===== src/rtl/sdrx_blkframe.sv =====
// SD receive block framer: finds the start bit, deserialises 1/4/8-lane data into 32-bit words,
// checks per-lane CRC16 (SDR or DDR A/B sets) and the end bit, then reports completion status.
module sdrx_blkframe #(
   parameter int NUMIO    = 8,
   parameter int LGMAXBLK = 9
) (
   input  logic        i_clk,
   input  logic        i_reset_n,
   input  logic        i_rx_en,
   input  logic [1:0]  i_cfg_width,
   input  logic        i_cfg_ddr,
   input  logic [3:0]  i_cfg_lgblk,
   input  logic [1:0]  i_rx_strb,
   input  logic [15:0] i_rx_data,
   output logic        o_valid,
   output logic [31:0] o_data,
   output logic        o_last,
   output logic        o_done,
   output logic [7:0]  o_crc_err,
   output logic        o_end_err,
   output logic        o_busy
);

   localparam int CW = LGMAXBLK + 4;
   localparam logic [8:0] LANE_ONE = 9'd1;
   localparam logic [7:0] LANE_MASK = 8'((LANE_ONE << NUMIO) - LANE_ONE);
   localparam logic [3:0] LG_MAX = 4'(LGMAXBLK);

   localparam logic [2:0] S_IDLE = 3'd0;
   localparam logic [2:0] S_WAIT = 3'd1;
   localparam logic [2:0] S_DATA = 3'd2;
   localparam logic [2:0] S_CRC  = 3'd3;
   localparam logic [2:0] S_END  = 3'd4;
   localparam logic [2:0] S_DONE = 3'd5;

   // lgl holds log2 of the lane count (0, 2 or 3) latched at the start bit
   typedef struct packed {
      logic [2:0]       st;
      logic [CW-1:0]    cnt;
      logic [1:0]       lgl;
      logic             ddr;
      logic [3:0]       lgblk;
      logic [31:0]      shreg;
      logic [7:0][15:0] crc_a;
      logic [7:0][15:0] crc_b;
      logic [7:0]       err;
      logic             end_err;
   } fr_t;

   typedef struct packed {
      fr_t         f;
      logic        wv;
      logic [31:0] wd;
      logic        wl;
      logic        dn;
   } res_t;

   function automatic logic [15:0] crc_bit(input logic [15:0] c, input logic b);
      return {c[14:0], 1'b0} ^ ((b ^ c[15]) ? 16'h1021 : 16'h0000);
   endfunction

   // Advance the framer by exactly one sample.
   function automatic res_t step(input fr_t c, input logic [7:0] raw, input logic [1:0] cw,
                                 input logic cddr, input logic [3:0] clg);
      res_t          r;
      logic [7:0]    s;
      logic [7:0]    act;
      logic [CW-1:0] wmask;
      logic [CW-1:0] last_cnt;
      logic [4:0]    sh;
      logic          set_b;
      r     = '0;
      r.f   = c;
      r.wd  = c.shreg;
      s     = raw | ~LANE_MASK;
      case (c.lgl)
         2'd2:    begin act = 8'h0f; wmask = CW'(7);  end
         2'd3:    begin act = 8'hff; wmask = CW'(3);  end
         default: begin act = 8'h01; wmask = CW'(31); end
      endcase
      set_b    = c.ddr & c.cnt[0];
      sh       = 5'(c.lgblk) + 5'd3 - 5'(c.lgl);
      last_cnt = (CW'(1) << sh) - CW'(1);
      case (c.st)
         S_WAIT: begin
            if (!s[0]) begin
               r.f    = '0;
               r.f.st = S_DATA;
               case (cw)
                  2'd1:    r.f.lgl = 2'd2;
                  2'd2:    r.f.lgl = 2'd3;
                  default: r.f.lgl = 2'd0;
               endcase
               r.f.ddr = cddr;
               if (clg < 4'd2)
                  r.f.lgblk = 4'd2;
               else if (clg > LG_MAX)
                  r.f.lgblk = LG_MAX;
               else
                  r.f.lgblk = clg;
            end
         end
         S_DATA: begin
            case (c.lgl)
               2'd2:    r.f.shreg = {c.shreg[27:0], s[3:0]};
               2'd3:    r.f.shreg = {c.shreg[23:0], s};
               default: r.f.shreg = {c.shreg[30:0], s[0]};
            endcase
            for (int k = 0; k < 8; k++) begin
               if (act[k]) begin
                  if (set_b)
                     r.f.crc_b[k] = crc_bit(c.crc_b[k], s[k]);
                  else
                     r.f.crc_a[k] = crc_bit(c.crc_a[k], s[k]);
               end
            end
            if ((c.cnt & wmask) == wmask) begin
               r.wv = 1'b1;
               r.wd = r.f.shreg;
            end
            if (c.cnt == last_cnt) begin
               r.wl    = 1'b1;
               r.f.st  = S_CRC;
               r.f.cnt = '0;
            end else begin
               r.f.cnt = c.cnt + CW'(1);
            end
         end
         S_CRC: begin
            // Received CRC bits are compared against the computed MSB, which is then shifted out
            for (int k = 0; k < 8; k++) begin
               if (act[k]) begin
                  if (set_b) begin
                     r.f.err[k]   = c.err[k] | (s[k] ^ c.crc_b[k][15]);
                     r.f.crc_b[k] = {c.crc_b[k][14:0], 1'b0};
                  end else begin
                     r.f.err[k]   = c.err[k] | (s[k] ^ c.crc_a[k][15]);
                     r.f.crc_a[k] = {c.crc_a[k][14:0], 1'b0};
                  end
               end
            end
            if (c.cnt == (c.ddr ? CW'(31) : CW'(15))) begin
               r.f.st  = S_END;
               r.f.cnt = '0;
            end else begin
               r.f.cnt = c.cnt + CW'(1);
            end
         end
         S_END: begin
            r.f.end_err = (s & act) != act;
            r.f.st      = S_DONE;
            r.dn        = 1'b1;
         end
         default: ;
      endcase
      return r;
   endfunction

   fr_t         fr_reg;
   fr_t         fr_next;
   res_t        r_hi;
   res_t        r_lo;
   logic        wv_next;
   logic [31:0] wd_next;
   logic        wl_next;
   logic        dn_next;

   always_comb begin
      fr_next = fr_reg;
      r_hi    = '0;
      r_lo    = '0;
      wv_next = 1'b0;
      wd_next = o_data;
      wl_next = 1'b0;
      dn_next = 1'b0;
      if (fr_reg.st == S_IDLE) begin
         if (i_rx_en)
            fr_next.st = S_WAIT;
      end else if (!i_rx_en) begin
         fr_next = '0;
      end else if (fr_reg.st == S_DONE) begin
         fr_next.st = S_WAIT;
      end else begin
         // Earlier sample first, so a state change it causes governs the later one
         r_hi.f = fr_reg;
         if (i_rx_strb[1])
            r_hi = step(fr_reg, i_rx_data[15:8], i_cfg_width, i_cfg_ddr, i_cfg_lgblk);
         r_lo.f = r_hi.f;
         if (i_rx_strb == 2'b11)
            r_lo = step(r_hi.f, i_rx_data[7:0], i_cfg_width, i_cfg_ddr, i_cfg_lgblk);
         fr_next = r_lo.f;
         wv_next = r_hi.wv | r_lo.wv;
         wd_next = r_lo.wv ? r_lo.wd : r_hi.wd;
         wl_next = r_hi.wl | r_lo.wl;
         dn_next = r_hi.dn | r_lo.dn;
      end
   end

   always_ff @(posedge i_clk or negedge i_reset_n) begin
      if (!i_reset_n) begin
         fr_reg    <= '0;
         o_valid   <= 1'b0;
         o_data    <= 32'h0;
         o_last    <= 1'b0;
         o_done    <= 1'b0;
         o_crc_err <= 8'h00;
         o_end_err <= 1'b0;
      end else begin
         fr_reg  <= fr_next;
         o_valid <= wv_next;
         if (wv_next)
            o_data <= wd_next;
         o_last    <= wv_next & wl_next;
         o_done    <= dn_next;
         o_crc_err <= dn_next ? fr_next.err : 8'h00;
         o_end_err <= dn_next & fr_next.end_err;
      end
   end

   assign o_busy = (fr_reg.st != S_IDLE);

endmodule


===== config.mk =====
export PLATFORM = sky130hd
export DESIGN_NAME = sdrx_blkframe
export DESIGN_NICKNAME = d
export VERILOG_FILES = /design/src/rtl/sdrx_blkframe.sv
export SDC_FILE = /design/constraint.sdc
export NUM_CORES = 1
export LEC_CHECK = 0
export CAP_MARGIN = 10
export CELL_PAD_IN_SITES_DETAIL_PLACEMENT = 1
export CELL_PAD_IN_SITES_GLOBAL_PLACEMENT = 1
export CORE_MARGIN = 2
export CORE_UTILIZATION = 45
export DETAILED_ROUTE_END_ITERATION = 6
export DONT_BUFFER_PORTS = 1
export HOLD_SLACK_MARGIN = 0.15
export PLACE_DENSITY = 0.78
export SYNTH_ARGS = -nofsm -noshare
export SYNTH_HDL_FRONTEND = slang
export SYNTH_SLANG_ARGS = --single-unit

===== constraint.sdc =====
create_clock -name i_clk -period 9.15 [get_ports i_clk]
set_input_delay 1.3725 -clock i_clk [delete_from_list [all_inputs] [get_ports i_clk]]
set_output_delay 1.3725 -clock i_clk [all_outputs]
set_load 0.005 [all_outputs]

==> results.toml, run 1 <==
[status]
status = "finished with violations"
violations = "design-rule violations"

[timing]
report.final.slew_viol_count = 0
period_share_pct = 88.0
setup_ws_ps = 1100
rsz0062_at_grt = "no"
worstMarginPinSlew_ps = 1210
setup_violations = 0
max_slew_margin_pct = 18.8
finalSetupTns_ps = 0
clock.fmax_mhz = 124
hold_viol_final = 0
fin_crit_ps = 8050
finClkSkew_ps = 24.4

[placed_design]
numPortBuffers = 0
dp_hpwl_mm = 62.5
dp_worst_setup_slack_ps = 1280
gp_congestion = 0.930

[worst_setup_path]
regToRegSetupSlack_ps = 1100
rr_worst_depth = 22
crit_path_start_kind = "flip-flop"
crit_type = "flip-flop to flip-flop"
crit_arrival_ps = 8520
cp.required_ps = 9620
worst-path-max-fanout = 21
r2r_start = "fr_reg[303]"
crit_start = "fr_reg[303]"
endpoint_kind = "flip-flop"
reg2reg_to = "fr_reg[310]"
cp-endpoint = "fr_reg[310]"

[layout]
ff_latch_area_um2 = 9110
fin_util_pct = 49.3
fin_nets = 2985
layout-drive-gt1-share_pct = 7.18
fill_cells = 6627
antennaDiodeCount = 0
syn_to_final_growth_pct = 8.08
largest_reg_flops = 320
multi_input_area_um2 = 15100

[cts]
cts_buffers = 44
h-tree-depth = 2
postCtsHoldBufs = 0
ctsLongestPathBuffers = 3
cts_resized = 0
clk-insertion-delay-late_ps = 590
clkTransAtPathRegs_ps = 70
cts_tree = "yes"
cts_sinks = 364
postCtsSetupRepairBufs = 0
cts-root-buf = "clkbuf_16"

[yosys]
synth-edff-count = 0
syn_area_um2 = 25200
yosys_most_used_dff = "dfrtp_1"
ys_seq_area_share_pct = 36.1
synth.top_cells.by_count = "nand2_1 (489), dfrtp_1 (364), a22o_1 (246), nor2_1 (246), clkbuf_1 (234)"
ys_ff_latch = 364
yosysMostFrequentCell = "nand2_1"
synth_largest_area_cell = "dfrtp_1"
synth.distinct_cells = 79
synth_top_area_share_pct = 36.1
avgSynthCellArea_um2 = 8.13
synthCells = 3104
ys.warnings.count = 0
synthTopCellsByArea = "dfrtp_1 (36%), a22o_1 (8.5%), nand2_1 (7.3%), a22oi_1 (5.7%), o21ai_0 (4.5%)"
syn_nets = 3152
async_flop_share_pct = 100

[die]
core-area_um2 = 55300
start_util_pct = 45.6
die_w_um = 241
dieArea_um2 = 58000
io_pins = 73
rows = 86
die_y_um = 241

[routing]
vias = 25800
route.top_layer_used = "met5"
wire_per_inst_um = 26.6
wl_met1_mm = 40.6
drt_wl_total_mm = 98.8
dr.pass1.iters = 7
wl_met2_mm = 45.7
met3_length_mm = 8.87
drc = 1
drtAntennaViolNets = 0
drtIter0Drc = 2579
via_per_inst = 6.93

[global_routing]
grt_pass1_wl_mm = 155
grt_pass1_vias = 26300
overflow = 0
antenna_found_initial = 3
grt_usage_pct = 33.8
grt_max_degree = 365

[pwr]
p_leak_uw = 0.0106
power_density_nw_per_um2 = 147
max-vdd-ir-drop_v = 0.000165

[hold_path]
holdCritPathClass = "input pin to asynchronous set/reset pin"

[job]
drv_cap = 0
worst min path at each step:
stage                   start     endpoint  cells past startpoint
finish              i_reset_n  fr_reg[176]                      0
detailed placement  fr_reg[6]    fr_reg[6]                      2
CTS                 i_reset_n  fr_reg[176]                      0
global placement    fr_reg[8]    fr_reg[8]                      2
global route        i_reset_n  fr_reg[176]                      0
floorplan           fr_reg[6]    fr_reg[6]                      2
area by class of cell:
class / count / area share (%)
multi-input combinational: 2429 / 55.4
sequential: 364 / 33.4
clock buffer: 67 / 4.95
tap: 748 / 3.43
timing repair buffer: 65 / 1.86
clock inverter: 10 / 0.514
inverter: 33 / 0.454
report_power, final:
part | switching (uW) | internal (uW)
combinational | 404 | 134
clock | 745 | 1100
sequential | 7.43 | 1610
total | 1160 | 2850
through the flow:
step / hold slack (ps) / cells / cell area (um2) / power, uW
floorplan: 447 / 3104 / 25200 / 2010
global placement: 465 / 3638 / 25800 / 2160
detailed placement: 479 / 3639 / 25800 / 2170
CTS: 465 / 3716 / 27300 / 4010
global route: 460 / 3716 / 27300 / 4120
finish: 476 / 3716 / 27300 / 4000
kinds of logic after synthesis:
kind of cell	count (synthesis)	share of synthesized area (%)
compound gates	1258	34.3
xor+xnor	122	4.27
fa+ha+maj	20	1.05
buf+inv	311	4.74
flops	364	36.1
mux	86	3.61
simple gates	943	15.9
critical path, stage by stage (launching register included):
cell       delay [ps]
dfrtp_1           720
clkinv_1          240
ha_1              420
ha_1              210
inv_1              70
fa_1              890
inv_1             190
o22ai_1           490
nand3_1           150
ha_1              350
xor2_1            250
nor2_1             70
mux2i_1           150
nand3_1           100
a2111oi_2         610
and2_1            450
nand2_1           160
a211o_1           450
xnor2_1           270
and4_1            230
nand4b_1          760
a222oi_1          580
nand2_1           110
layout by cell type (no fill, tap or decap), types with 8 or more instances in the layout:
cell and count:
a21o_1 10, a21oi_1 183, a221o_1 16, a222oi_1 10
a22o_1 246, a22oi_1 193, a31oi_1 34, a32o_1 8
a32oi_1 22, and2_1 14, and3_1 14, buf_4 63
clkbuf_1 9, clkbuf_16 46, clkbuf_8 12, dfrtp_1 363
ha_1 18, inv_1 30, mux2_2 38, mux2i_1 47
nand2_1 488, nand2b_1 12, nand3_1 43, nand3b_1 8
nand4_1 10, nor2_1 241, nor2b_1 19, nor3_1 47
o211ai_1 10, o21a_1 8, o21ai_0 222, o21ai_1 63
o221ai_1 41, o22ai_1 112, o31ai_1 12, xnor2_1 61
xor2_1 60
routing by layer:
metal	track usage, %	vias to the layer above
li1	-	11300
met1	44.4	13100
met2	53.8	1107
met3	7.97	243
met4	13.2	4
met5	0	-
Note: power is estimated with default switching activity, not from simulation.
==> run 2: changes to the inputs <==
--- a/config.mk
+++ b/config.mk
@@ -5,6 +5,7 @@
 export SDC_FILE = /design/constraint.sdc
 export NUM_CORES = 1
 export LEC_CHECK = 0
+export ABC_CLOCK_PERIOD_IN_PS = 9150
 export CAP_MARGIN = 10
 export CELL_PAD_IN_SITES_DETAIL_PLACEMENT = 1
 export CELL_PAD_IN_SITES_GLOBAL_PLACEMENT = 1
==> results of run 2 <==
Same layout as run 1: the final DEF is identical, and so are final timing and power.
